<file path="src/rtl/serial_adder_ctrl_pkg.sv">
// rtl/serial_adder_ctrl_pkg.sv - shared FSM state encoding for the serial adder controller
package serial_adder_ctrl_pkg;

    localparam int STATE_W = 2;

    typedef enum logic [STATE_W-1:0] {
        ST_IDLE = 2'b00,
        ST_RUN  = 2'b01,
        ST_DONE = 2'b10
    } state_t;

endpackage

</file>
<file path="src/rtl/serial_adder_ctrl_full_adder.sv">
// rtl/serial_adder_ctrl_full_adder.sv - combinational 1-bit full adder cell
module full_adder (
    input  logic a,
    input  logic b,
    input  logic cin,
    output logic s,
    output logic cout
);

    // Sum and carry of three single-bit inputs
    always_comb begin
        s    = a ^ b ^ cin;
        cout = (a & b) | (cin & (a ^ b));
    end

endmodule

</file>
<file path="src/rtl/serial_adder_ctrl.sv">
// rtl/serial_adder_ctrl.sv - bit-serial adder sequencer with push-button start and LED status
module serial_adder_ctrl
    import serial_adder_ctrl_pkg::*;
#(
    parameter int WIDTH = 8
) (
    input  logic             clk,
    input  logic             rst,
    input  logic             pmod,
    input  logic [WIDTH-1:0] a_in,
    input  logic [WIDTH-1:0] b_in,
    output logic [WIDTH-1:0] sum,
    output logic             cout,
    output logic             done,
    output logic [1:0]       led
);

    localparam int CW = $clog2(WIDTH);
    localparam logic [CW-1:0] CNT_LAST = CW'(WIDTH - 1);

    state_t           state;
    state_t           state_nxt;
    logic             s1;
    logic             s2;
    logic             prev;
    logic             start_pulse;
    logic [WIDTH-1:0] a_sh;
    logic [WIDTH-1:0] b_sh;
    logic [WIDTH-1:0] sum_sh;
    logic [CW-1:0]    cnt;
    logic             carry;
    logic             led_valid;
    logic             fa_s;
    logic             fa_c;

    // Falling edge of the synchronised (active-low) button; flops reset to "released"
    assign start_pulse = prev & ~s2;
    assign led         = {led_valid, (state != ST_IDLE)};

    full_adder u_fa (
        .a    (a_sh[0]),
        .b    (b_sh[0]),
        .cin  (carry),
        .s    (fa_s),
        .cout (fa_c)
    );

    // State register
    always_ff @(posedge clk or posedge rst) begin
        if (rst) begin
            state <= ST_IDLE;
        end else begin
            state <= state_nxt;
        end
    end

    // Next-state: accept in IDLE, run WIDTH cycles, one DONE cycle
    always_comb begin
        state_nxt = state;
        case (state)
            ST_IDLE: if (start_pulse) state_nxt = ST_RUN;
            ST_RUN:  if (cnt == CNT_LAST) state_nxt = ST_DONE;
            ST_DONE: state_nxt = ST_IDLE;
            default: state_nxt = ST_IDLE;
        endcase
    end

    // Button synchroniser, shifters, counter, carry and registered outputs
    always_ff @(posedge clk or posedge rst) begin
        if (rst) begin
            s1        <= 1'b1;
            s2        <= 1'b1;
            prev      <= 1'b1;
            a_sh      <= '0;
            b_sh      <= '0;
            sum_sh    <= '0;
            cnt       <= '0;
            carry     <= 1'b0;
            sum       <= '0;
            cout      <= 1'b0;
            done      <= 1'b0;
            led_valid <= 1'b0;
        end else begin
            s1   <= pmod;
            s2   <= s1;
            prev <= s2;
            done <= 1'b0;
            case (state)
                ST_IDLE: begin
                    if (start_pulse) begin
                        a_sh      <= a_in;
                        b_sh      <= b_in;
                        carry     <= 1'b0;
                        cnt       <= '0;
                        sum_sh    <= '0;
                        led_valid <= 1'b0;
                    end
                end
                ST_RUN: begin
                    sum_sh <= {fa_s, sum_sh[WIDTH-1:1]};
                    a_sh   <= a_sh >> 1;
                    b_sh   <= b_sh >> 1;
                    carry  <= fa_c;
                    cnt    <= cnt + CW'(1);
                end
                ST_DONE: begin
                    sum       <= sum_sh;
                    cout      <= carry;
                    done      <= 1'b1;
                    led_valid <= 1'b1;
                end
                default: ;
            endcase
        end
    end

endmodule

</file>
<file path="config.mk">
export PLATFORM = sky130hd
export DESIGN_NAME = serial_adder_ctrl
export DESIGN_NICKNAME = d
export VERILOG_FILES = /design/src/rtl/serial_adder_ctrl_pkg.sv /design/src/rtl/serial_adder_ctrl_full_adder.sv /design/src/rtl/serial_adder_ctrl.sv
export SDC_FILE = /design/constraint.sdc
export NUM_CORES = 1
export LEC_CHECK = 0
export BUFFER_PORTS_ARGS = -buffer_cell sky130_fd_sc_hd__buf_2
export CAP_MARGIN = 20
export CORE_MARGIN = 2
export CORE_UTILIZATION = 42
export DETAILED_ROUTE_END_ITERATION = 6
export PLACE_DENSITY_LB_ADDON = 0.3
export SYNTH_ARGS = -nofsm -noshare
export SYNTH_HDL_FRONTEND = slang
export SYNTH_HIERARCHICAL = 1
export SYNTH_SLANG_ARGS = --single-unit
</file>
<file path="constraint.sdc">
create_clock -name clk -period 1.5 [get_ports clk]
set_input_delay 0.075 -clock clk [delete_from_list [all_inputs] [get_ports clk]]
set_output_delay 0.075 -clock clk [all_outputs]
set_load 0.01 [all_outputs]
</file>
# Word-level counts from Yosys, hierarchy flattened
# Cells that the tools add are included.
dict set report word_totals {
  wordCells 48
  ram_bits 0
  inputBits 19
  output_inout_bits 12
  register_bits 44
  romBits 0
  latch_bits 0
  memories 0
}
dict set report classes {
  add_sub_neg 1
  n_eq_ne 5
  n_bitwise 7
  multipliers 0
  n_mux 15
  n_shift 0
  n_lt_le_gt_ge 0
  div 0
  reduce_logical 7
}
# op count
set ops {}
lappend ops {{$pmux 8 s2} 3}
lappend ops {{$mux 8} 3}
lappend ops {{$pmux 3 s2} 1}
lappend ops {{$reduce_and 2->1} 3}
lappend ops {{$reduce_bool 2->1} 3}
lappend ops {{$mux 2} 2}
lappend ops {{$ne 2x2->1 const B} 2}
lappend ops {{$pmux 1 s2} 2}
lappend ops {{$pmux 2 s2} 1}
lappend ops {{$add 3x1->3 const B} 1}
lappend ops {{$and 1x1->1} 3}
lappend ops {{$eq 3x3->1 const B} 1}
lappend ops {{$mux 3} 1}
lappend ops {{$eq 2x1->1 const B} 1}
lappend ops {{$eq 2x2->1 const B} 1}
lappend ops {{$logic_not 2->1} 1}
lappend ops {{$mux 1} 2}
lappend ops {{$xor 1x1->1} 2}
lappend ops {{$not 1->1} 1}
lappend ops {{$or 1x1->1} 1}

# Depth between registers and ports, before layout
# Gate-level depths: netlist of run 1.
dict set report depth {
  depth_word 4
  mapped_depth 5
  ltp_nobuf 4
}

# Modules after synthesis
# The synthesis of run 1 kept the hierarchy.
# module n_inst cells_per_inst area_each_um2
set modules_own_cells {}
lappend modules_own_cells {serial_adder_ctrl 1 174 1809.2}
lappend modules_own_cells {full_adder 1 1 20.0}

# Least setup slack after synthesis of run 1
# No wires, ideal clock.
dict set report synth_path {
  kind {flip-flop to flip-flop}
  startpoint {register state[0]}
  endpoint {register led_valid}
  required_ns 1.382
  setup_time_ns 0.118
  path_stages_with_launch 4
  synth_period_minus_slack_ns 1.408
  arrival_time_ns 1.289
  setup_slack_ns 0.092
  path_buffers 1
  cell_sequence {dfrtp_1 > or4b_4 > buf_6 > a21o_1}
}
dict set report synth_via {
  elab_chain_cells 3
  elab_cells_between_ends 6
}
# item line
set synth_rtl {}
lappend synth_rtl {{start: declaration} serial_adder_ctrl.sv:21} ;# state_t state;
lappend synth_rtl {{start signal: assignment} serial_adder_ctrl.sv:53} ;# state <= state_nxt;
lappend synth_rtl {{$eq 2x2->1 or $logic_not 2->1 (tied branches)} serial_adder_ctrl.sv:88} ;# case (state)
lappend synth_rtl {{$reduce_bool 2->1 (no source line) or $ne 2x2->1 (tied branches)} n/a}
lappend synth_rtl {{$reduce_and 2->1 (no source line)} n/a}
lappend synth_rtl {{end signal: assignment} serial_adder_ctrl.sv:82} ;# led_valid <= 1'b0;
lappend synth_rtl {{end signal: assignment} serial_adder_ctrl.sv:96} ;# led_valid <= 1'b0;
lappend synth_rtl {{end signal: assignment} serial_adder_ctrl.sv:110} ;# led_valid <= 1'b1;
lappend synth_rtl {{end: declaration} serial_adder_ctrl.sv:32} ;# logic led_valid;
# Parallel ways exist; a longest one is shown, timed or not.
# A chain may end at the register's enable or synchronous reset.

# Worst setup path in the final report of run 1
dict set report layout_path {
  startpoint {register prev}
  endpoint {register cnt[0]}
}
dict set report layout_via {
  elab_chain_cells 3
}
# item line
set layout_rtl {}
lappend layout_rtl {{start: declaration} serial_adder_ctrl.sv:25} ;# logic prev;
lappend layout_rtl {{start signal: assignment} serial_adder_ctrl.sv:73} ;# prev <= 1'b1;
lappend layout_rtl {{start signal: assignment} serial_adder_ctrl.sv:86} ;# prev <= s2;
lappend layout_rtl {{$and 1x1->1} serial_adder_ctrl.sv:37} ;# assign start_pulse = prev & ~s2;
lappend layout_rtl {{$ne 2x2->1 (no source line)} n/a}
lappend layout_rtl {{$reduce_and 2->1 (no source line)} n/a}
lappend layout_rtl {{end signal: assignment} serial_adder_ctrl.sv:104} ;# cnt <= cnt + CW'(1);
lappend layout_rtl {{end: declaration} serial_adder_ctrl.sv:30} ;# logic [CW-1:0] cnt;
# No other way between the ends.

==> results.toml, run 1 <==
[logic_synthesis]
synthCells = 175
syn_nets = 197
synth-seq-cells = 44
yosys.cell_types.count = 21
yosysSeqAreaShare_pct = 60.4
syn_area_um2 = 1830
syn_avg_cell_area_um2 = 10.5
ys_warn_count = 6

[power_and_ir_drop]
power.share.clock_pct = 22.3
comb_power_share_pct = 33.6
switching_share_pct = 33.9
ir_drop_mv = 0.734
leakagePower_nw = 1.21
p_int_mw = 2.81
sequentialPowerShare_pct = 44.1
power_density_nw_per_um2 = 1820
p_switching_mw = 1.44

[sta]
fmax_mhz = 682
slew_headroom_pct = 61.3
whs_ns = 0.00319
setup_viol = 0
period_share_pct = 97.8
setup_tns_ns = 0
finClkSkew_ns = 0.00822
final.min_clock_period_ns = 1.47
finalHoldViolations = 0
max_slew.worst_pin.slew_ns = 0.577
worst_slack_ns = 0.0328
slew_viol_final = 0
rsz0062_at_grt = "yes"

[floorplan]
rows = 23
fp.dieW_um = 70.0
initial_core_util_pct = 44.8
io_pins = 31
dieArea_um2 = 4900
coreArea_um2 = 4090
die_h_um = 70.0

[cts]
clockBufferDepth = 2
htreeDepth = 2
cts_tree = "yes"
post_cts_buffers = 0
cts_root_buf = "clkbuf_8"
numCtsBuffers = 5
cts_sinks = 44
path_clk_slew_ns = 0.08
clk_latency_ns = 0.29

[grt]
grt_pass1_vias = 1332
grt.overflow.total = 0
antenna_found_initial = 0
grtUsageTotal_pct = 15.7
grt_pass1_wl_um = 6170
grt_max_degree = 31

[critical_path]
cp_max_fo = 15
endpoint_kind = "register"
crit_type = "register to register"
crit_arrival_ns = 1.65
r2r_cells = 3
worstPathRequired_ns = 1.69
startpoint_type = "register"

[route]
wl_um = 3640
vias = 1396
routedWlPerCell_um = 13.3
vias_per_cell = 5.09
firstDrtPassIters = 5
postRouteAntennaNets = 0
drc = 0
drt-initial-drc-count = 55

[place]
dp.cells = 251
dp_hpwl_um = 2120
numPortBuffers = 30
placed_area_um2 = 2050
pre_cts_ws_ns = -0.0223
place.gp.congestion = 0.692

[finish]
final_cell_count_no_fill = 274
areaGrowthSynthToFinish_pct = 27.8
drive_gt1_share_pct = 28.6
fin_area_um2 = 2340
fin_nets = 245
diodes = 0

[min_path]
hold_path_class = "input port to register"
hold_path_depth = 3

[run]
maxCapViolCount = 0

[status]
status = "completed"
## cell families after synthesis
logic type,Yosys count,synth area share [%]
AO/OA/AOI/OAI,3,0.957
AND/OR/NAND/NOR,103,26.4
flip-flops,44,60.4
buffers and inverters,13,4.24
adder cells (fa/ha/maj),3,2.46
multiplexers,9,5.54
## critical path: stages (launching register included)
cell and delay, ns:
dfstp_2 0.57, or4b_4 0.59, nand3_1 0.12, o21ai_1 0.07
## synth_stat cells
cell type  count  area share (%)
a21o_1         1            0.41
and2_1         1            0.34
buf_2          5             1.4
buf_4          2            0.82
buf_6          2             1.2
clkbuf_1       3            0.62
dfrtp_1       41              56
dfstp_2        3             4.3
fa_1           1             1.1
ha_1           2             1.4
inv_1          1            0.21
mux2_2         9             5.5
nand2_1       54              11
nand3_1       42              11
nor2b_1        2            0.68
nor4b_4        1             1.3
o21ai_0        1            0.27
o21ai_1        1            0.27
or2_2          1            0.34
or2b_1         1            0.41
or4b_4         1            0.75
## power by group through the flow
stage,clock network (mW),logic [mW],registers (mW)
finish,0.948,1.43,1.88
global route,1.02,1.64,1.93
CTS,0.972,1.44,1.86
detailed placement,0,1.40,1.88
global placement,0,1.37,1.87
floorplan,0,0.935,1.88
## layout make-up
class                   instances  area (um2)
multi-input cells             120         679
clock inverters                 2        38.8
fillers                       358        1750
repair buffers                 51         365
inverters                       1        3.75
clock buffers                   6        82.6
well taps                      50        62.6
flip-flops and latches         44        1100
## stage by stage
stage | util [%] | total power, mW
finish | 57.2 | 4.26
global placement | 50.2 | 3.25
global route | 57.2 | 4.59
CTS | 56.7 | 4.28
floorplan | - | 2.81
detailed placement | 50.2 | 3.28
## routing by layer
| metal | GRT usage [%] | vias to the layer above | part of all wire [%] |
|---|---|---|---|
| met2 | 25.8 | 39 | 48 |
| li1 | - | 680 | - |
| met5 | 0 | - | 0 |
| met4 | 4.49 | 0 | 0.63 |
| met3 | 4.76 | 4 | 5.7 |
| met1 | 20.1 | 673 | 45 |
## cell usage in the layout, fill, tap and decap left out, types with 2 or more instances in the layout
cell	count
buf_12	2
ha_1	2
dfrtp_1	41
buf_4	6
dfstp_2	3
nor2b_1	2
nand2_1	54
nand3_1	41
or4b_4	3
buf_2	30
mux2_2	9
dlygate4sd3_1	13
clkbuf_8	6
## registers in the layout, summed over array words and instances, names as in the netlist
signal,flops
a_sh,8
b_sh,8
carry,1
cnt,3
cout,1
done,1
led_valid,1
prev,1
s1,1
s2,1
state,2
sum,8
sum_sh,8
## timing repair
| item | CTS | global route |
|---|---|---|
| resized for setup | 1 | 2 |
| hold buffers | 13 | 0 |
| endpoints found under the hold margin | 27 | 0 |
| setup endpoints to repair | 18 | 7 |
| gates cloned | 1 | 1 |
## worst paths after layout
kind	to	slack, ns	start
setup / recovery	cnt[0]	0.03	prev
hold / removal	a_sh[3]	0.003	a_in[3]
setup reg to reg	cnt[0]	0.03	prev
hold reg to reg	s2	0.36	s1
max in group asynchronous	s2	0.60	rst
min in group asynchronous	sum_sh[4]	0.30	rst
Power figures use the tool's default switching activity.
==> run 2: changes to the inputs <==
--- a/config.mk
+++ b/config.mk
@@ -5,11 +5,13 @@
 export SDC_FILE = /design/constraint.sdc
 export NUM_CORES = 1
 export LEC_CHECK = 0
+export ABC_AREA = 1
 export BUFFER_PORTS_ARGS = -buffer_cell sky130_fd_sc_hd__buf_2
 export CAP_MARGIN = 20
 export CORE_MARGIN = 2
 export CORE_UTILIZATION = 42
 export DETAILED_ROUTE_END_ITERATION = 6
+export GPL_TIMING_DRIVEN = 0
 export PLACE_DENSITY_LB_ADDON = 0.3
 export SYNTH_ARGS = -nofsm -noshare
 export SYNTH_HDL_FRONTEND = slang
==> run 2 against run 1 <==
Via count grew 14%. Sequential power about the same. Highest routed layer unchanged. Hold slack gained 0.020 ns. Critical endpoint is now a_sh[1]. Largest power group unchanged. Largest cell class unchanged. Die area rose by 7.2%.
==> results.toml, run 2 <==
[floorplan]
dieArea_um2 = 5250
die_h_um = 72.5
coreArea_um2 = 4440
rows = 24
initial_core_util_pct = 44.3
fp.dieW_um = 72.5
io_pins = 31

[logic_synthesis]
synth_top_family_by_area = "simple AND/OR/NAND/NOR gates"
yosys.cell_types.count = 18
syn_avg_cell_area_um2 = 8.45
async_reset_ff_share_pct = 100
yosys.area.top_type = "dfrtp_1"
synth-seq-cells = 44
synth_top_cell_area_share_pct = 52.1
synth-main-ff-cell = "dfrtp_1"
yosysSeqAreaShare_pct = 56.1
netlist_top_cells_count = "112 x nand2_1, 44 x nand3_1, 41 x dfrtp_1"
yosys.cell_count.top_type = "nand2_1"
synth_fa_ha_area_share_pct = 2.29
synthCells = 233
ys_warn_count = 6
synth.area.top_cells = "dfrtp_1 52%, nand2_1 21%, nand3_1 11%"
synth-edff-count = 0
synthMuxAreaShare_pct = 0
synth_compound_area_share_pct = 0.254
synth-simple-area-share_pct = 34.5
syn_nets = 255
synth_xor_area_share_pct = 0
syn_area_um2 = 1970

[run]
maxCapViolCount = 0

[finish]
final_cell_count_no_fill = 325
post-route-util_pct = 52.2
final_cell_mix = "112 x nand2_1, 44 x nand3_1, 41 x dfrtp_1"
drive_gt1_share_pct = 22.3
diodes = 0
areaGrowthSynthToFinish_pct = 17.9
layout_commonest_cell = "nand2_1"
fin_area_um2 = 2320
fin_nets = 295

[power_and_ir_drop]
leakagePower_nw = 1.34
comb_power_share_pct = 40.9
sequentialPowerShare_pct = 41.8
switching_share_pct = 38.3
ir_drop_mv = 0.958
power.share.clock_pct = 17.3
p_int_mw = 2.79
p_switching_mw = 1.73
power_density_nw_per_um2 = 1950

[place]
placed_area_um2 = 2200
place.gp.congestion = 0.762
dp_hpwl_um = 2620
dp.cells = 316
numPortBuffers = 30

[grt]
grt.overflow.total = 0
grt_pass1_vias = 1475
grt_max_degree = 45
grt_pass1_wl_um = 6800
antenna_found_initial = 0
grtUsageTotal_pct = 16.6

[route]
postRouteAntennaNets = 0
wl_um = 3930
drt-initial-drc-count = 141
vias = 1598
vias_per_cell = 4.92
firstDrtPassIters = 4
drc = 0
routedWlPerCell_um = 12.1

[critical_path]
crit_buf_inv = 2
worstPathRequired_ns = 1.73
slowest_stage = "dfstp_2"
max_stage_delay_ns = 0.52
startpoint_type = "register"
cp_top_family = "simple AND/OR/NAND/NOR gates"
path_cells = "inv_1 -> nor2_1 -> nand2_1 -> nand2_2 -> buf_4 -> nand2_1 -> nand2_1"
crit_type = "register to register"
endpoint_kind = "register"
cp_max_fo = 10
crit_arrival_ns = 1.59
crit_path_frequent_cell = "nand2_1"

[sta]
fmax_mhz = 735
whs_ns = 0.0232
period_share_pct = 90.6
setup_tns_ns = 0
finClkSkew_ns = 0.00398
final.min_clock_period_ns = 1.36
max_slew.worst_pin.slew_ns = 0.429
slew_viol_final = 0
slew_headroom_pct = 71.4
rsz0062_at_grt = "no"
setup_viol = 0
finalHoldViolations = 0

[cts]
path_clk_slew_ns = 0.08
cts_tree = "yes"
cts_sinks = 44
clockBufferDepth = 2
postCtsResizedCells = 0
htreeDepth = 2
numCtsBuffers = 5
clk_latency_ns = 0.29
cts_root_buf = "clkbuf_8"

[status]
status = "completed"

[min_path]
hold_path_class = "input port to register"
-- run 2: changes by cell type after synthesis, sizes merged, moves of 2 or more --
cell and change:
inv +6, mux2 -9, nor2 +3, buf +5
nand2 +60, clkbuf -2, nand3 +2, nor2b -2
-- run 2: power by group through the flow --
stage | combinational [mW] | clock (mW) | sequential (mW)
2_1_floorplan | 1.39 | 0 | 1.88
3_3_place_gp | 1.80 | 0 | 1.89
3_5_place_dp | 1.86 | 0 | 1.91
4_1_cts | 1.87 | 0.812 | 1.89
5_1_grt | 2.14 | 0.859 | 1.94
6_report | 1.85 | 0.784 | 1.89
-- run 2: metal layers --
metal  track usage, %  vias to the layer above  wire length [um]
met5                0                        -                 0
met1             22.5                      757              1870
li1                 -                      806                 -
met3             4.58                        5               153
met2             26.5                       30              1860
met4             4.32                        0                49
-- run 2: logic make-up (layout without fill, tap and decap cells) --
family          count (synthesis)  count (layout)
simple gates                  162             162
flops                          44              44
buf+inv                        23              63
fa+ha+maj                       3               3
compound gates                  1               1
-- run 2: area by class of cell --
type / count / area, um2
multi-input combinational: 166 / 728
fill: 444 / 2120
inverter: 8 / 30.0
clock buffer: 7 / 96.3
tap: 52 / 65.1
sequential: 44 / 1100
timing repair buffer: 33 / 190
buffer: 15 / 105
-- run 2: worst min-delay path, cell delays in order --
cell and delay (ns):
buf_2 0.07, nand3_1 0.06, nand2_1 0.07
-- run 2: path summary, 6_finish.rpt --
check	from	to	slack, ns	depth (start not counted)
setup / recovery	prev	a_sh[1]	0.14	7
hold reg to reg	s1	s2	0.36	0
hold / removal	b_in[7]	b_sh[7]	0.02	3
max in group asynchronous	rst	prev	0.87	4
min in group asynchronous	rst	a_sh[3]	0.35	4
setup reg to reg	prev	a_sh[1]	0.14	7
-- run 2: stage by stage --
stage,total power [mW],setup WS [ns]
final,4.53,0.140
after global routing,4.95,0.0105
after CTS,4.57,0.142
after detailed placement,3.77,0.157
after global placement,3.69,-0.171
after floorplan,3.27,0.336
-- run 2: what timing repair did --
action,in CTS,in global routing
hold buffers,2,0
endpoints found under the hold margin,42,0
buffers inserted,0,0
